File: src/rtl/ddr_burst_arbiter_pkg.sv
// Shared types and defaults for the DDR burst arbiter.
// Latency: n/a (declarations only).
// Backpressure: n/a.
package ddr_burst_arbiter_pkg;

   // Arbiter FSM encoding; one burst is outstanding from ISSUE until BUSY ends
   typedef enum logic [1:0] {
      ST_IDLE  = 2'd0,
      ST_ISSUE = 2'd1,
      ST_BUSY  = 2'd2
   } state_t;

   // Default geometry
   localparam int DEF_NUM_REQ = 3;
   localparam int DEF_ADDR_W  = 32;
   localparam int DEF_LEN_W   = 8;
   localparam int DEF_TIMEOUT = 4095;

   // Channels 0 and 1 carry writes, channel 2 carries reads
   localparam logic [2:0] DEF_WR_MASK = 3'b011;

   // Fixed channel roles
   localparam int CH_WR0 = 0;
   localparam int CH_WR1 = 1;
   localparam int CH_RD  = 2;

   // Width of the command owner id
   localparam int ID_W = 2;

   // Counter width able to hold values 0..max_val
   function automatic int cnt_width(input int max_val);
      return (max_val < 2) ? 1 : $clog2(max_val + 1);
   endfunction

endpackage

File: src/rtl/ddr_burst_arbiter_if.sv
// Requester + memory-controller command bundle for the burst arbiter.
// Latency: n/a (wiring only).
// Backpressure: cmd_valid/cmd_ready handshake on the command side; req is a held level.
interface ddr_burst_arbiter_if
   import ddr_burst_arbiter_pkg::*;
#(
   parameter int NUM_REQ = DEF_NUM_REQ,
   parameter int ADDR_W  = DEF_ADDR_W,
   parameter int LEN_W   = DEF_LEN_W
);
   // Requester side
   logic [NUM_REQ-1:0]        req;
   logic [NUM_REQ*ADDR_W-1:0] req_addr;
   logic [NUM_REQ*LEN_W-1:0]  req_len;
   logic                      rd_urgent;
   logic [NUM_REQ-1:0]        gnt;

   // Memory-controller side
   logic                      cmd_valid;
   logic                      cmd_ready;
   logic [ADDR_W-1:0]         cmd_addr;
   logic [LEN_W-1:0]          cmd_len;
   logic                      cmd_wr;
   logic [ID_W-1:0]           cmd_id;
   logic                      cmd_done;

   // Status
   logic                      busy;
   logic                      timeout_err;

   // Arbiter view
   modport master (
      input  req, req_addr, req_len, rd_urgent, cmd_ready, cmd_done,
      output gnt, cmd_valid, cmd_addr, cmd_len, cmd_wr, cmd_id, busy, timeout_err
   );

   // Environment view (requesters and memory controller)
   modport slave (
      output req, req_addr, req_len, rd_urgent, cmd_ready, cmd_done,
      input  gnt, cmd_valid, cmd_addr, cmd_len, cmd_wr, cmd_id, busy, timeout_err
   );

endinterface

File: src/rtl/ddr_burst_arbiter_rr_select.sv
// Round-robin priority selector: first requester strictly after the pointer, wrapping.
// Latency: purely combinational.
// Backpressure: none; o_vld low when no request is present.
module rr_select #(
   parameter int NUM_REQ = 3,
   parameter int PTR_W   = 2
) (
   input  logic [NUM_REQ-1:0] i_req,
   input  logic [PTR_W-1:0]   i_ptr,
   output logic [NUM_REQ-1:0] o_win,
   output logic               o_vld
);

   // Walk offsets 1..NUM_REQ from the pointer; the first live request wins
   always_comb begin
      o_win = '0;
      o_vld = 1'b0;
      for (int k = 1; k <= NUM_REQ; k++) begin
         for (int i = 0; i < NUM_REQ; i++) begin
            if (!o_vld && i_req[i] && (i == ((int'(i_ptr) + k) % NUM_REQ))) begin
               o_win[i] = 1'b1;
               o_vld    = 1'b1;
            end
         end
      end
   end

endmodule

File: src/rtl/ddr_burst_arbiter.sv
// Arbitrates burst requests from write/read channels onto a single memory command port.
// Latency: req seen in IDLE -> cmd_valid next cycle; gnt pulses in the cmd_valid&&cmd_ready cycle.
// Backpressure: cmd_* held stable while cmd_ready is low; one burst outstanding until cmd_done or timeout.
module ddr_burst_arbiter
   import ddr_burst_arbiter_pkg::*;
#(
   parameter int               NUM_REQ = DEF_NUM_REQ,
   parameter int               ADDR_W  = DEF_ADDR_W,
   parameter int               LEN_W   = DEF_LEN_W,
   parameter logic [NUM_REQ-1:0] WR_MASK = DEF_WR_MASK,
   parameter int               TIMEOUT = DEF_TIMEOUT
) (
   input  logic                clk,
   input  logic                rst,
   ddr_burst_arbiter_if.master io_bus
);

   localparam int PTR_W  = (NUM_REQ > 1) ? $clog2(NUM_REQ) : 1;
   localparam int TCNT_W = cnt_width(TIMEOUT);

   // FSM and registered outputs
   state_t              r_state;
   logic [PTR_W-1:0]    r_ptr;
   logic                r_cmd_valid;
   logic [ADDR_W-1:0]   r_addr;
   logic [LEN_W-1:0]    r_len;
   logic                r_wr;
   logic [ID_W-1:0]     r_id;
   logic                r_busy;
   logic                r_timeout_err;
   logic [TCNT_W-1:0]   r_tcnt;

   // Arbitration wires
   logic [NUM_REQ-1:0]  w_rr_win;
   logic                w_rr_vld;
   logic                w_urg;
   logic [NUM_REQ-1:0]  w_win;
   logic                w_any;
   logic [PTR_W-1:0]    w_win_idx;
   logic [ADDR_W-1:0]   w_win_addr;
   logic [LEN_W-1:0]    w_win_len;
   logic                w_win_wr;
   logic                w_accept;
   logic [NUM_REQ-1:0]  w_gnt;

   rr_select #(
      .NUM_REQ (NUM_REQ),
      .PTR_W   (PTR_W)
   ) u_rr_select (
      .i_req (io_bus.req),
      .i_ptr (r_ptr),
      .o_win (w_rr_win),
      .o_vld (w_rr_vld)
   );

   // Urgent read overrides round-robin; otherwise take the rotating winner
   always_comb begin
      w_urg = io_bus.rd_urgent && io_bus.req[CH_RD];
      w_win = w_urg ? (NUM_REQ'(1) << CH_RD) : w_rr_win;
      w_any = w_urg || w_rr_vld;
   end

   // One-hot mux of the winning channel's index, address, length and direction
   always_comb begin
      w_win_idx  = '0;
      w_win_addr = '0;
      w_win_len  = '0;
      w_win_wr   = 1'b0;
      for (int i = 0; i < NUM_REQ; i++) begin
         if (w_win[i]) begin
            w_win_idx  = PTR_W'(i);
            w_win_addr = io_bus.req_addr[i*ADDR_W +: ADDR_W];
            w_win_len  = io_bus.req_len[i*LEN_W +: LEN_W];
            w_win_wr   = WR_MASK[i];
         end
      end
   end

   // Grant must coincide with the accepting handshake, so it is decoded from registered state
   always_comb begin
      w_accept = (r_state == ST_ISSUE) && io_bus.cmd_ready;
      w_gnt    = '0;
      for (int i = 0; i < NUM_REQ; i++) begin
         w_gnt[i] = w_accept && (r_id == ID_W'(i));
      end
   end

   // Arbiter FSM: latch winner in IDLE, present in ISSUE, wait for completion or timeout in BUSY
   always_ff @(posedge clk or posedge rst) begin
      if (rst) begin
         r_state       <= ST_IDLE;
         r_ptr         <= PTR_W'(NUM_REQ - 1);
         r_cmd_valid   <= 1'b0;
         r_addr        <= '0;
         r_len         <= '0;
         r_wr          <= 1'b0;
         r_id          <= '0;
         r_busy        <= 1'b0;
         r_timeout_err <= 1'b0;
         r_tcnt        <= '0;
      end else begin
         case (r_state)
            ST_IDLE: begin
               if (w_any) begin
                  r_state     <= ST_ISSUE;
                  r_cmd_valid <= 1'b1;
                  r_busy      <= 1'b1;
                  r_addr      <= w_win_addr;
                  r_len       <= w_win_len;
                  r_wr        <= w_win_wr;
                  r_id        <= ID_W'(w_win_idx);
                  // Urgent reads jump the queue without disturbing the rotation
                  if (!w_urg) begin
                     r_ptr <= w_win_idx;
                  end
               end
            end
            ST_ISSUE: begin
               // Requester may drop req here; the latched command still goes out
               if (io_bus.cmd_ready) begin
                  r_state     <= ST_BUSY;
                  r_cmd_valid <= 1'b0;
                  r_tcnt      <= '0;
               end
            end
            ST_BUSY: begin
               if (io_bus.cmd_done) begin
                  r_state <= ST_IDLE;
                  r_busy  <= 1'b0;
               end else if (r_tcnt == TCNT_W'(TIMEOUT - 1)) begin
                  // Controller never completed: abandon the burst and flag it
                  r_state       <= ST_IDLE;
                  r_busy        <= 1'b0;
                  r_timeout_err <= 1'b1;
               end else begin
                  r_tcnt <= r_tcnt + TCNT_W'(1);
               end
            end
            default: begin
               r_state     <= ST_IDLE;
               r_cmd_valid <= 1'b0;
               r_busy      <= 1'b0;
            end
         endcase
      end
   end

   assign io_bus.gnt         = w_gnt;
   assign io_bus.cmd_valid   = r_cmd_valid;
   assign io_bus.cmd_addr    = r_addr;
   assign io_bus.cmd_len     = r_len;
   assign io_bus.cmd_wr      = r_wr;
   assign io_bus.cmd_id      = r_id;
   assign io_bus.busy        = r_busy;
   assign io_bus.timeout_err = r_timeout_err;

endmodule

File: src/flat_wrapper.sv
// flat-port wrapper written by rule: the top's interface ports become plain ports
module ddr_burst_arbiter_flat import ddr_burst_arbiter_pkg::*;
#(
   parameter int               NUM_REQ = DEF_NUM_REQ,
   parameter int               ADDR_W  = DEF_ADDR_W,
   parameter int               LEN_W   = DEF_LEN_W,
   parameter logic [NUM_REQ-1:0] WR_MASK = DEF_WR_MASK,
   parameter int               TIMEOUT = DEF_TIMEOUT
)
  (clk, rst, io_bus_req, io_bus_req_addr, io_bus_req_len, io_bus_rd_urgent, io_bus_cmd_ready, io_bus_cmd_done, io_bus_gnt, io_bus_cmd_valid, io_bus_cmd_addr, io_bus_cmd_len, io_bus_cmd_wr, io_bus_cmd_id, io_bus_busy, io_bus_timeout_err);
  ddr_burst_arbiter_if #(.NUM_REQ(NUM_REQ), .ADDR_W(ADDR_W), .LEN_W(LEN_W)) io_bus_i ();
  input  logic clk;
  input  logic rst;
  input wire logic [$bits(io_bus_i.req)-1:0] io_bus_req;
  input wire logic [$bits(io_bus_i.req_addr)-1:0] io_bus_req_addr;
  input wire logic [$bits(io_bus_i.req_len)-1:0] io_bus_req_len;
  input wire logic [$bits(io_bus_i.rd_urgent)-1:0] io_bus_rd_urgent;
  input wire logic [$bits(io_bus_i.cmd_ready)-1:0] io_bus_cmd_ready;
  input wire logic [$bits(io_bus_i.cmd_done)-1:0] io_bus_cmd_done;
  output wire logic [$bits(io_bus_i.gnt)-1:0] io_bus_gnt;
  output wire logic [$bits(io_bus_i.cmd_valid)-1:0] io_bus_cmd_valid;
  output wire logic [$bits(io_bus_i.cmd_addr)-1:0] io_bus_cmd_addr;
  output wire logic [$bits(io_bus_i.cmd_len)-1:0] io_bus_cmd_len;
  output wire logic [$bits(io_bus_i.cmd_wr)-1:0] io_bus_cmd_wr;
  output wire logic [$bits(io_bus_i.cmd_id)-1:0] io_bus_cmd_id;
  output wire logic [$bits(io_bus_i.busy)-1:0] io_bus_busy;
  output wire logic [$bits(io_bus_i.timeout_err)-1:0] io_bus_timeout_err;
  assign io_bus_i.req = io_bus_req;
  assign io_bus_i.req_addr = io_bus_req_addr;
  assign io_bus_i.req_len = io_bus_req_len;
  assign io_bus_i.rd_urgent = io_bus_rd_urgent;
  assign io_bus_i.cmd_ready = io_bus_cmd_ready;
  assign io_bus_i.cmd_done = io_bus_cmd_done;
  assign io_bus_gnt = io_bus_i.gnt;
  assign io_bus_cmd_valid = io_bus_i.cmd_valid;
  assign io_bus_cmd_addr = io_bus_i.cmd_addr;
  assign io_bus_cmd_len = io_bus_i.cmd_len;
  assign io_bus_cmd_wr = io_bus_i.cmd_wr;
  assign io_bus_cmd_id = io_bus_i.cmd_id;
  assign io_bus_busy = io_bus_i.busy;
  assign io_bus_timeout_err = io_bus_i.timeout_err;
  ddr_burst_arbiter #(.NUM_REQ(NUM_REQ), .ADDR_W(ADDR_W), .LEN_W(LEN_W), .WR_MASK(WR_MASK), .TIMEOUT(TIMEOUT)) u_core (.clk(clk), .rst(rst), .io_bus(io_bus_i));
endmodule
File: config.mk
export PLATFORM = sky130hd
export DESIGN_NAME = ddr_burst_arbiter_flat
export DESIGN_NICKNAME = d
export VERILOG_FILES = /design/src/rtl/ddr_burst_arbiter_pkg.sv /design/src/rtl/ddr_burst_arbiter_if.sv /design/src/rtl/ddr_burst_arbiter_rr_select.sv /design/src/rtl/ddr_burst_arbiter.sv /design/src/flat_wrapper.sv
export SDC_FILE = /design/constraint.sdc
export NUM_CORES = 1
export LEC_CHECK = 0
export BUFFER_PORTS_ARGS = -buffer_cell sky130_fd_sc_hd__buf_2
export CAP_MARGIN = 20
export CELL_PAD_IN_SITES_DETAIL_PLACEMENT = 0
export CELL_PAD_IN_SITES_GLOBAL_PLACEMENT = 1
export CORE_UTILIZATION = 30
export CTS_CLUSTER_DIAMETER = 40
export DETAILED_ROUTE_END_ITERATION = 7
export MAX_ROUTING_LAYER = met4
export PLACE_DENSITY = 0.82
export SETUP_SLACK_MARGIN = 0.02
export SLEW_MARGIN = 20
export SYNTH_ARGS = -nofsm -noshare
export SYNTH_HDL_FRONTEND = slang
export SYNTH_SLANG_ARGS = --single-unit
File: constraint.sdc
create_clock -name clk -period 2.4 [get_ports clk]
set_clock_uncertainty 0.15 [all_clocks]
set_input_delay 0.24 -clock clk [delete_from_list [all_inputs] [get_ports clk]]
set_output_delay 0.24 -clock clk [all_outputs]
set_load 0.03 [all_outputs]
==> results by group <==
Run status
  – Status: completed

Global routing
  – First-pass GRT wire length: around 19000 µm
  – Vias in the first global route: between 3000 and 4000
  – GRT overflow: 0
  – Initial antenna violation count: 2
  – GR Util All Layers: about a fifth
  – Largest net degree at the start of global routing: 39

Yosys
  – Largest cells by area after synthesis: dfrtp_1 44%, a221o_1 11%, a21oi_1 6.6%
  – Yosys warns: 0
  – Mapped Area: ~3500 µm²
  – Synthesized instance count: between 300 and 400
  – Netlist cell types: 46
  – Post-synth EDFFs: 0
  – Area share of the largest cell type after synthesis: a little over two fifths
  – Syn Nets: 504
  – Async SR Flop Fraction: 100.0%
  – Part of the Yosys area used for sequential elements: 44.59%
  – Most used flip-flop cell after synthesis: dfrtp_1
  – Syn_area_per_cell: ~9.4 µm²
  – Leading area contributor after synthesis: dfrtp_1
  – Synthesis-stage register bit count: 62

Layout
  – P&R area growth vs syn: 51.60%
  – Layout Nets: 714
  – Fraction of layout cells with a size suffix above 1: between 30% and 40%
  – Final Instance Area: approximately 5300 µm²
  – Fin cells: between 700 and 800
  – Fillers: ~1100

STA
  – Fmax: 438.5 MHz
  – Post-Route Setup TNS: 0 ns
  – Final Hold Fails: 0
  – Fin crit share: a little over nine tenths
  – Slew Limit Fails: 0
  – Endpoints failing setup: 0
  – Post-route minimum period: ~2.3 ns
  – RSZ-0062 raised after global routing: true
  – Max-slew headroom: 63.38%
  – Hold WS: 0.01094 ns
  – Actual slew at the worst max-slew pin: about 0.55 ns

Critical path
  – Worst-path fanout max: 30
  – WP data required: ~2.5 ns
  – Critical path arrival: 2.39 ns
  – Crit end category: flop
  – Crit path kind: flop to flop
  – Startpoint types: flop

Routing
  – Vias per cell: 5.343
  – Vias: roughly 3900
  – DR pass1 iterations: 6
  – Routed WL: 12080 µm
  – DR DRC count: 0
  – Routed length per instance: 16.57 µm
  – Iter 0 DRT Violations: 252
  – Final ANT Viol Nets: 0

Floorplan
  – Die Span Y: 109.7 µm
  – Die width: roughly 110 µm
  – CORE AREA: 11080 µm²
  – Cell row count: 38
  – Initial Utilization: 31.43%
  – Die area: approximately 12000 µm²
  – I/O pins: 177

Power
  – Peak supply drop: between 0.4 and 0.5 mV
  – Total Power: 6548 µW
  – Pwr dens: roughly 1200 nW/µm²
  – P_leak: roughly 0.0025 µW

Place
  – Dpl cells: ~680
  – Area after DPL: between 4000 and 5000 µm²
  – HPWL Detailed: 8206 µm
  – Routability cong.: slightly above 0.8
  – PortBufs: approximately 180

Clocking
  – Clk root buf: clkbuf_16
  – Num CTS Buffers: 9
  – CTS tree: yes
  – Clock buffer depth: 2
  – Clock slew at reported path FFs: 0.05 ns
  – Clk Latency, worst-skew pair: about 0.32 ns
  – Clk sink count: 62
  – CTS HTree Levels: 3

Run
  – Max-Cap Viols: 0

Min path
  – Worst hold path class: primary input to flop
-- cells by family (layout without fill, tap and decap cells) --
family	Yosys count	in the layout	synth area share, %
flip-flops	62	62	44.59
XOR/XNOR	8	8	2.012
other	0	2	0
AO/OA/AOI/OAI	147	147	29.00
buffers and inverters	37	250	4.886
AND/OR/NAND/NOR	114	116	18.07
adder cells (fa/ha/maj)	4	4	1.437
-- synthesized netlist by cell type (3+ instances only) --
cell type and instances:
a21oi_1 46, nor3b_1 4, xor2_1 7, inv_1 6
clkbuf_1 20, nand2_1 17, nor3_1 4, buf_2 7
nand2b_1 6, ha_1 4, nor2_1 14, a221o_1 39
o21ai_0 44, dfrtp_1 61, nand3_1 46, and4_1 3
and3_1 3, nand4_1 4, o21bai_1 3
-- cell type report --
type | count | area, µm² | area share, %
Clock inverter | 3 | 42.54 | 0.8059
Sequential cell | 62 | 1553 | 29.41
Tap cell | 140 | 175.2 | 3.318
Timing Repair Buffer | 228 | 1403 | 26.57
Inverter | 6 | 22.52 | 0.4266
Multi-Input combinational cell | 275 | 1818 | 34.44
Antenna cell | 2 | 5.005 | 0.09481
Clock buffer | 13 | 260.3 | 4.930
-- repair_timing --
action,4_1_cts,5_1_grt
buffers inserted,0,2
endpoints found under the setup margin,39,34
pin swaps,1,2
gates cloned,2,0
gates resized for setup,2,2
hold endpoints to repair,48,1
hold buffers,25,1
-- registers in the layout (all words and copies together), names as in the netlist --
| register | count |
|---|---|
| u_core.io_bus.cmd_addr | 32 |
| u_core.r_tcnt | 12 |
| u_core.io_bus.cmd_len | 8 |
| u_core.io_bus.cmd_id | 2 |
| u_core.r_ptr | 2 |
| u_core.r_state | 2 |
| u_core.io_bus.busy | 1 |
| u_core.io_bus.cmd_valid | 1 |
| u_core.io_bus.cmd_wr | 1 |
| u_core.io_bus.timeout_err | 1 |
-- stage by stage --
stage | util [%] | worst slack (ns)
3_5_place_dp | 41.98 | -0.2688
5_1_grt | 47.65 | -0.005579
6_report | 47.65 | 0.1194
4_1_cts | 47.18 | 0.03355
2_1_floorplan | - | 0.1417
3_3_place_gp | 41.98 | -0.1899
-- report_power, final --
part | switching [µW] | internal (µW) | total (µW)
registers | 272 | 1440 | 1720
logic | 2190 | 1340 | 3520
clock network | 449 | 859 | 1310
total | 2910 | 3640 | 6550
-- path summary, 6_finish.rpt --
path	slack [ns]	to	startpoint	depth (start not counted)
setup / recovery	0.12	u_core.io_bus.cmd_addr[26]	u_core.r_ptr[0]	10
hold / removal	0.01	u_core.io_bus.cmd_len[5]	io_bus_req_len[21]	2
setup reg to reg	0.12	u_core.io_bus.cmd_addr[26]	u_core.r_ptr[0]	10
hold reg to reg	0.32	u_core.io_bus.timeout_err	u_core.io_bus.timeout_err	1
max in group asynchronous	1.07	u_core.r_ptr[1]	rst	4
min in group asynchronous	0.37	u_core.io_bus.cmd_addr[3]	rst	3
-- worst max-delay path, stage by stage, from the launching register on --
cell and delay (ns):
dfrtp_1 0.34, inv_1 0.06, ha_1 0.29, buf_4 0.14
nor3_2 0.05, buf_4 0.14, nor4b_4 0.37, nand2_2 0.13
buf_12 0.19, a21oi_1 0.21, a221o_1 0.14
-- layout by cell type, fill, tap and decap left out, drive strengths merged, types with 2 or more instances in the layout --
| cell | count |
|---|---|
| a211oi | 3 |
| a21o | 2 |
| a21oi | 46 |
| a221o | 39 |
| and2 | 3 |
| and3 | 3 |
| and4 | 3 |
| buf | 202 |
| clkbuf | 13 |
| dfrtp | 61 |
| diode | 2 |
| dlygate4sd3 | 26 |
| ha | 4 |
| inv | 6 |
| nand2 | 18 |
| nand2b | 6 |
| nand3 | 46 |
| nand4 | 4 |
| nor2 | 17 |
| nor3 | 6 |
| nor3b | 4 |
| nor4b | 2 |
| o21ai | 46 |
| o21bai | 3 |
| xor2 | 7 |
-- routing by layer --
layer / track usage, % / routed length, µm / up-vias
li1: - / - / 1839
met1: 24.50 / 5058 / 1900
met2: 36.48 / 6229 / 136
met3: 4.801 / 590 / 20
met4: 7.238 / 204 / 0
met5: - / 0 / -
No activity file was read; power rests on OpenSTA's default activity.
